[config.mk]
export PLATFORM = sky130hd
export DESIGN_NAME = conv_seq_ctrl_flat
export DESIGN_NICKNAME = d
export VERILOG_FILES = /design/src/rtl/conv_seq_ctrl_if.sv /design/src/rtl/conv_seq_ctrl.sv /design/src/flat_wrapper.sv
export SDC_FILE = /design/constraint.sdc
export NUM_CORES = 1
export LEC_CHECK = 0
export ABC_AREA = 1
export CORE_MARGIN = 5
export CORE_UTILIZATION = 47
export DETAILED_ROUTE_END_ITERATION = 7
export GPL_TIMING_DRIVEN = 0
export PLACE_DENSITY = 0.85
export SYNTH_ARGS = -nofsm -noshare
export SYNTH_HDL_FRONTEND = slang
export SYNTH_SLANG_ARGS = --single-unit
[constraint.sdc]
create_clock -name iCLK -period 1.3 [get_ports iCLK]
set_input_delay 0.26 -clock iCLK [delete_from_list [all_inputs] [get_ports iCLK]]
set_output_delay 0.26 -clock iCLK [all_outputs]
set_load 0.02 [all_outputs]
[src/rtl/conv_seq_ctrl_if.sv]
// Sensor-side strobes and sequencer outputs for the convolution path.
// The sequencer takes the slave side; the producer/observer takes the master side.
interface conv_seq_ctrl_if #(
   parameter int IMG_W = 640,
   parameter int IMG_H = 480
);
   localparam int XW = $clog2(IMG_W);
   localparam int YW = $clog2(IMG_H);

   logic          iFVAL;
   logic          iDVAL;
   logic          iMODE_TOG;
   logic          oVERTICAL;
   logic [XW-1:0] oX;
   logic [YW-1:0] oY;
   logic          oDVAL;
   logic          oFRAME_DONE;
   logic          oERR;

   modport master (
      output iFVAL, iDVAL, iMODE_TOG,
      input  oVERTICAL, oX, oY, oDVAL, oFRAME_DONE, oERR
   );

   modport slave (
      input  iFVAL, iDVAL, iMODE_TOG,
      output oVERTICAL, oX, oY, oDVAL, oFRAME_DONE, oERR
   );
endinterface

[src/rtl/conv_seq_ctrl.sv]
// Frame/line sequencer: tracks pixel position, latches the kernel direction at
// frame start and emits a latency-matched valid for fully populated 3x3 windows.
module conv_seq_ctrl #(
   parameter int IMG_W = 640,
   parameter int IMG_H = 480,
   parameter int LAT   = 3
) (
   input  logic           iCLK,
   input  logic           iRST,
   conv_seq_ctrl_if.slave bus
);
   localparam int XW = $clog2(IMG_W);
   localparam int YW = $clog2(IMG_H);
   localparam logic [XW-1:0] X_LAST = XW'(IMG_W - 1);
   localparam logic [YW-1:0] Y_LAST = YW'(IMG_H - 1);
   localparam logic [XW-1:0] X_MIN  = XW'(2);
   localparam logic [YW-1:0] Y_MIN  = YW'(2);

   typedef enum logic [1:0] {IDLE = 2'd0, FRAME = 2'd1, DONE = 2'd2} state_t;

   state_t        state_q;
   logic          fval_q;
   logic          arm_q;
   logic          pend_q;
   logic          vert_q;
   logic          done_q;
   logic          err_q;
   logic [XW-1:0] x_q, x_d;
   logic [YW-1:0] y_q, y_d;
   logic [LAT-1:0] dly_q;

   logic fval_rise;
   logic win_d;
   logic last_px;

   // arm_q blocks a frame start until iFVAL has been seen low after reset,
   // so a frame already in flight at reset release is skipped.
   always_comb begin
      fval_rise = bus.iFVAL & ~fval_q & arm_q;
      win_d     = (state_q == FRAME) & bus.iDVAL & (x_q >= X_MIN) & (y_q >= Y_MIN);
      last_px   = (x_q == X_LAST) & (y_q == Y_LAST);
      x_d       = x_q + 1'b1;
      y_d       = y_q;
      if (x_q == X_LAST) begin
         x_d = '0;
         y_d = last_px ? '0 : y_q + 1'b1;
      end
   end

   always_ff @(posedge iCLK or negedge iRST) begin
      if (!iRST) begin
         state_q <= IDLE;
         fval_q  <= 1'b0;
         arm_q   <= 1'b0;
         pend_q  <= 1'b0;
         vert_q  <= 1'b0;
         done_q  <= 1'b0;
         err_q   <= 1'b0;
         x_q     <= '0;
         y_q     <= '0;
         dly_q   <= '0;
      end else begin
         fval_q <= bus.iFVAL;
         if (!bus.iFVAL) arm_q <= 1'b1;
         dly_q[0] <= win_d;
         for (int i = 1; i < LAT; i++) dly_q[i] <= dly_q[i-1];
         done_q <= 1'b0;
         if (bus.iMODE_TOG) pend_q <= 1'b1;

         case (state_q)
            IDLE: begin
               if (bus.iDVAL) err_q <= 1'b1;
               if (fval_rise) begin
                  state_q <= FRAME;
                  x_q     <= '0;
                  y_q     <= '0;
                  vert_q  <= vert_q ^ pend_q;
                  // A request in this same cycle is kept for the next frame.
                  pend_q  <= bus.iMODE_TOG;
               end
            end
            FRAME: begin
               if (!bus.iFVAL) begin
                  err_q   <= 1'b1;
                  state_q <= IDLE;
               end else if (bus.iDVAL) begin
                  x_q <= x_d;
                  y_q <= y_d;
                  if (last_px) begin
                     state_q <= DONE;
                     done_q  <= 1'b1;
                  end
               end
            end
            DONE: begin
               state_q <= IDLE;
               if (bus.iDVAL) err_q <= 1'b1;
            end
            default: state_q <= IDLE;
         endcase
      end
   end

   assign bus.oVERTICAL   = vert_q;
   assign bus.oX          = x_q;
   assign bus.oY          = y_q;
   assign bus.oDVAL       = dly_q[LAT-1];
   assign bus.oFRAME_DONE = done_q;
   assign bus.oERR        = err_q;
endmodule

[src/flat_wrapper.sv]
// flat-port wrapper written by rule: the top's interface ports become plain ports
module conv_seq_ctrl_flat 
#(
   parameter int IMG_W = 640,
   parameter int IMG_H = 480,
   parameter int LAT   = 3
)
  (iCLK, iRST, bus_iFVAL, bus_iDVAL, bus_iMODE_TOG, bus_oVERTICAL, bus_oX, bus_oY, bus_oDVAL, bus_oFRAME_DONE, bus_oERR);
  conv_seq_ctrl_if #(.IMG_W(IMG_W), .IMG_H(IMG_H)) bus_i ();
  input  logic iCLK;
  input  logic iRST;
  input wire logic [$bits(bus_i.iFVAL)-1:0] bus_iFVAL;
  input wire logic [$bits(bus_i.iDVAL)-1:0] bus_iDVAL;
  input wire logic [$bits(bus_i.iMODE_TOG)-1:0] bus_iMODE_TOG;
  output wire logic [$bits(bus_i.oVERTICAL)-1:0] bus_oVERTICAL;
  output wire logic [$bits(bus_i.oX)-1:0] bus_oX;
  output wire logic [$bits(bus_i.oY)-1:0] bus_oY;
  output wire logic [$bits(bus_i.oDVAL)-1:0] bus_oDVAL;
  output wire logic [$bits(bus_i.oFRAME_DONE)-1:0] bus_oFRAME_DONE;
  output wire logic [$bits(bus_i.oERR)-1:0] bus_oERR;
  assign bus_i.iFVAL = bus_iFVAL;
  assign bus_i.iDVAL = bus_iDVAL;
  assign bus_i.iMODE_TOG = bus_iMODE_TOG;
  assign bus_oVERTICAL = bus_i.oVERTICAL;
  assign bus_oX = bus_i.oX;
  assign bus_oY = bus_i.oY;
  assign bus_oDVAL = bus_i.oDVAL;
  assign bus_oFRAME_DONE = bus_i.oFRAME_DONE;
  assign bus_oERR = bus_i.oERR;
  conv_seq_ctrl #(.IMG_W(IMG_W), .IMG_H(IMG_H), .LAT(LAT)) u_core (.iCLK(iCLK), .iRST(iRST), .bus(bus_i));
endmodule
Word level (Yosys, flattened, before mapping). Index checks and enable logic that the tools add are counted.

Add/subtract/negate cells: 2. Magnitude comparators: 2. Equality and inequality tests: 12. Muxes and demuxes: 26. Bitwise operators: 8. Reduce and logical (&&, ||, !) cells: 9.

Operator list (number): two-way mux 9 bit (5); two-way mux 10 bit (4); case mux 10 bit (2 select lines) (1); case mux 9 bit (2 select lines) (1); adder 10 x 1 -> 10 bit (second input constant) (1); equality test 10 bit (second input constant) (1); >= comparator 10 x 2 -> 1 bit (second input constant) (1); adder 9 x 1 -> 9 bit (second input constant) (1); equality test 9 bit (second input constant) (1); >= comparator 9 x 2 -> 1 bit (second input constant) (1); two-way mux 1 bit (9); two-way mux 2 bit (4); != test 2 bit (second input constant) (4); AND 1 bit (6); AND reduction 3 bit (2); AND reduction 5 bit (1); != test 2 x 1 -> 1 bit (second input constant) (2); case mux 2 bit (2 select lines) (1); AND reduction 4 bit (1); nonzero test 2 bit (2); != test 3 x 2 -> 1 bit (second input constant) (1); != test 3 bit (second input constant) (1); equality test 2 x 1 -> 1 bit (second input constant) (1); equality test 2 bit (second input constant) (1); 6 further kinds (6).

Register bits: 30.

Logic depth before layout (Yosys ltp).
Depth in word-level cells: 7. Mapped depth: 9. Depth with buffers taken out: 9.

Worst setup path after synthesis. No wires, ideal clock.

Path type: register to register. Start: register u_core.x_q[1], in the netlist u_core.bus.oX[1]. End: register u_core.y_q[4], in the netlist u_core.bus.oY[4]. Library setup time: 123 ps. Arrival time: 1448 ps. Setup slack: -270 ps. Cell stages (with the launch flop): 10. Buffers on the path: 1. Cell sequence: dfrtp_1 ha_1 nand3_2 nor2_2 nand2_2 nand2_2 nand2_4 buf_6 nand2_1 o21ai_1.

Word-level cells in the longest chain between the ends: 7. Elaborated cells on any way between the ends: 9.

RTL lines: start: declaration (line conv_seq_ctrl.sv:28) `logic [XW-1:0] x_q, x_d;`; start signal: assignment (line conv_seq_ctrl.sv:59) `x_q <= '0;`; start signal: assignment (line conv_seq_ctrl.sv:75) `x_q <= '0;`; start signal: assignment (line conv_seq_ctrl.sv:87) `x_q <= x_d;`; equality test 10 bit * (line conv_seq_ctrl.sv:41, conv_seq_ctrl.sv:44); AND 1 bit (line conv_seq_ctrl.sv:41) `last_px = (x_q == X_LAST) & (y_q == Y_LAST);`; two-way mux 9 bit (line conv_seq_ctrl.sv:46) `y_d = last_px ? '0 : y_q + 1'b1;`; two-way mux 9 bit (line conv_seq_ctrl.sv:44) `if (x_q == X_LAST) begin`; two-way mux 9 bit (line conv_seq_ctrl.sv:86) `end else if (bus.iDVAL) begin`; two-way mux 9 bit (line conv_seq_ctrl.sv:83) `if (!bus.iFVAL) begin`; case mux 9 bit (2 select lines) (line conv_seq_ctrl.sv:70) `case (state_q)`; end signal: assignment (line conv_seq_ctrl.sv:88) `y_q <= y_d;`; end: declaration (line conv_seq_ctrl.sv:29) `logic [YW-1:0] y_q, y_d;`.

Mark *: on every way between the ends. The rest lies on a longest branch, timed or not. The select of a mux whose other input is x is not followed. A chain may end at the register's enable or synchronous reset.

Worst setup path in the final report.
Start: register u_core.x_q[5], in the netlist u_core.bus.oX[5]. End: register u_core.y_q[3], in the netlist u_core.bus.oY[3].

The elaborated chain is that of the path after synthesis.

==> flow_summary.toml <==
[sta]
setup_total_negative_slack_ns = -2.846
min_period_ns = 1.494
worstMarginPinSlew_ns = 0.6680
min_period_over_period = 1.149
rsz_0062_raised_after_global_routing = "yes"
setup_slack_ns = -0.1938
fmaxAchievable_mhz = 669.4
final.hold.worst_slack_ns = 0.2899
setup_violations = 24
skew_ns = 0.01305
slew_violations = 0
timing.final.hold_violations = 0
maxSlewHeadroom = 0.5546

[floorplan]
number_of_standard_cell_rows_in_the_floorplan = 21
dieArea_um2 = 4849
fp.dieH_um = 69.64
initial_core_util = 0.4932
die_w_um = 69.64
fp.coreArea_um2 = 3390
io-pin-count = 28

[critical_path]
crit_path_cell_trace = "nand2_1, nor2_4, nand2_4, nand2_4, nand2_8, clkbuf_16, nand2_2, nand2_1"
critical_path.reg2reg.endpoint = "u_core.bus.oY[3]"
slowest_delay_ns = 0.47
critical-path-slowest-cell = "sky130_fd_sc_hd__dfrtp_1"
worst_ep_arrival_time_ns = 1.73
setup.worst_path.class = "reg -> reg"
setup.worst_path.end_class = "flip-flop"
critical_path_required_ns = 1.54
crit_path_max_fanout = 6
r2r_setup_slack_ns = -0.19
cells_on_worst_reg2reg_path = 8
regToRegStartpoint = "u_core.bus.oX[5]"
critical_path.startpoint_type = "flip-flop"

[grt]
first_global_vias = 1609
grt_pass1_wl_mm = 7.369
grt_max_degree = 31
gr-total-overflow = 0
gr-usage-all-layers = 0.1918
antenna_found_initial = 0

[worst_hold_path]
worstHoldPathCells = 3
min_path_type = "in -> reg"
min-delay-start = "bus_iDVAL"
min_delay_worst_endpoint = "u_core.state_q[1]"

[placed_design]
detailedPlacementHpwl_mm = 2.526
gp_congestion = 0.9089
portBuffers = 27
dpl_worst_slack_ns = -0.6808

[logic_synthesis]
synthesis.area_per_instance_um2 = 8.037
synthFlopType = "sky130_fd_sc_hd__dfrtp_1"
sequential_fraction_of_the_synthesis_area = 0.4491
synth_edf_count = 0
yosys.area.top_type = "sky130_fd_sc_hd__dfrtp_1"
post_synth_inst_count = 208
synth_top_cells_by_area = "sky130_fd_sc_hd__dfrtp_1 (45%), sky130_fd_sc_hd__nand2_1 (13%), sky130_fd_sc_hd__nor2_1 (5.4%)"
post-synth-top-area-fraction = 0.4491
syn_nets = 217
synth.lib_cells_used.distinct = 28
ys_seq_elements = 30
synth.cell_area_um2 = 1672
synth_warnings = 0
asyncSetResetFlopFracSynth = 1.000

[routing]
drt_first_pass_iters = 4
drt-vias-per-instance = 5.451
wire_per_inst_um = 16.13
routed-via-count = 1777
drtAntennaViolNets = 0
drt_iter0_drc = 204
wirelength_routed_mm = 5.259
post-route-drc-count = 0

[outcome]
failed_checks = "negative setup slack"
status = "complete, but fails checks"

[final_layout]
antennaDiodeCount = 0
nNetsFinal = 288
fillCellCount = 207
layout.cells.most_common_list = "sky130_fd_sc_hd__nand2_1 (40), sky130_fd_sc_hd__buf_4 (27), sky130_fd_sc_hd__nand2_2 (18)"
final_common_cell = "sky130_fd_sc_hd__nand2_1"
post_route_cells_drive_above_1_share = 0.5393
area_growth_syn_to_layout_pct = 54.64

[cts]
clk_root_buffer_cell = "sky130_fd_sc_hd__clkbuf_4"
clk-insertion-delay-late_ns = 0.34
numCtsBuffers = 5
cts_tree = "yes"
htree_levels = 2
clock_path_buffers = 2
clock_pin_slew_of_the_registers_on_the_worst_case_setup_and_hold_paths_ns = 0.10
clock_sinks = 30

[pwr]
finalPower_mw = 2.108
max-vdd-ir-drop_v = 0.0005674
power.static_leakage_nw = 1.236
power.density_nw_per_um2 = 815.3

[job]
timing.max_cap.violations = 0
final cells by class:
type                    instances  area [um^2]  share of cell area
inverters                      21        88.84             0.03437
clock inverters                 2        12.51            0.004840
clock buffers                   6        51.30             0.01985
repair buffers                 64        539.3              0.2086
flip-flops and latches         30        769.5              0.2977
well taps                      46        57.56             0.02227
plain buffers                   3        41.29             0.01597
multi-input cells             154         1025              0.3964
where the power goes:
group / switching (mW) / total, mW / internal (mW)
Clock: 0.352 / 0.612 / 0.260
Combinational: 0.265 / 0.486 / 0.221
Sequential: 0.0370 / 1.01 / 0.972
Total: 0.654 / 2.11 / 1.45
sequential cells by signal (all words and copies together) (netlist names):
signal	count
u_core.arm_q	1
u_core.bus.oERR	1
u_core.bus.oFRAME_DONE	1
u_core.bus.oVERTICAL	1
u_core.bus.oX	10
u_core.bus.oY	9
u_core.dly_q	3
u_core.fval_q	1
u_core.pend_q	1
u_core.state_q	2
synthesized netlist by cell type, drive strengths merged, types with 2 or more instances:
library cell  number
nand4              4
inv               21
dfrtp             30
nor2              31
nor3               5
xor2               2
buf                3
a21oi              5
nand2             68
ha                 4
o21ai             11
nor3b              3
nand3             16
critical path: cells and delay by family, from the launching register on:
family | cells | cell delay (ns)
buffers and inverters | 1 | 0.17
and+or+nand+nor | 7 | 0.74
DFF | 1 | 0.47
per-stage QoR:
stage	instance area, um^2	util	std cells
after floorplan	1707	-	208
after global placement	2034	0.6002	281
final	2585	0.7626	326
after CTS	2349	0.6929	311
after detailed placement	2034	0.6002	281
after global routing	2585	0.7626	326
layer usage:
layer	track usage	routed length, um
met2	0.3030	2722
met3	0.05362	414
met4	0.1106	161
met1	0.2331	1961
met5	0	0
worst max-delay path by stage:
stage	from	end
2_1_floorplan	u_core.bus.oX[1]	u_core.bus.oY[4]
3_3_place_gp	iRST	u_core.bus.oY[1]
3_5_place_dp	iRST	u_core.bus.oY[1]
4_1_cts	u_core.bus.oX[1]	u_core.bus.oY[5]
5_1_grt	u_core.bus.oX[5]	u_core.bus.oY[3]
6_report	u_core.bus.oX[5]	u_core.bus.oY[3]
timing repair:
action / in CTS / in global routing
hold buffers: 0 / 1
pin swaps: 4 / 16
gates resized for setup: 107 / 64
setup buffers: 21 / 13
endpoints found under the hold margin: 0 / 25
setup endpoints to repair: 75 / 38
gates cloned: 1 / 1
kinds of logic after synthesis:
kind of cell               after synthesis  synth area share
AOI/OAI and AO/OA                       18           0.05913
xor gates and xnor gates                 3           0.01572
adders and majority gates                4           0.02994
buffers and inverters                   24           0.06960
DFF                                     30            0.4491
and+or+nand+nor                        129            0.3765
No activity file was read; power rests on OpenSTA's default activity.
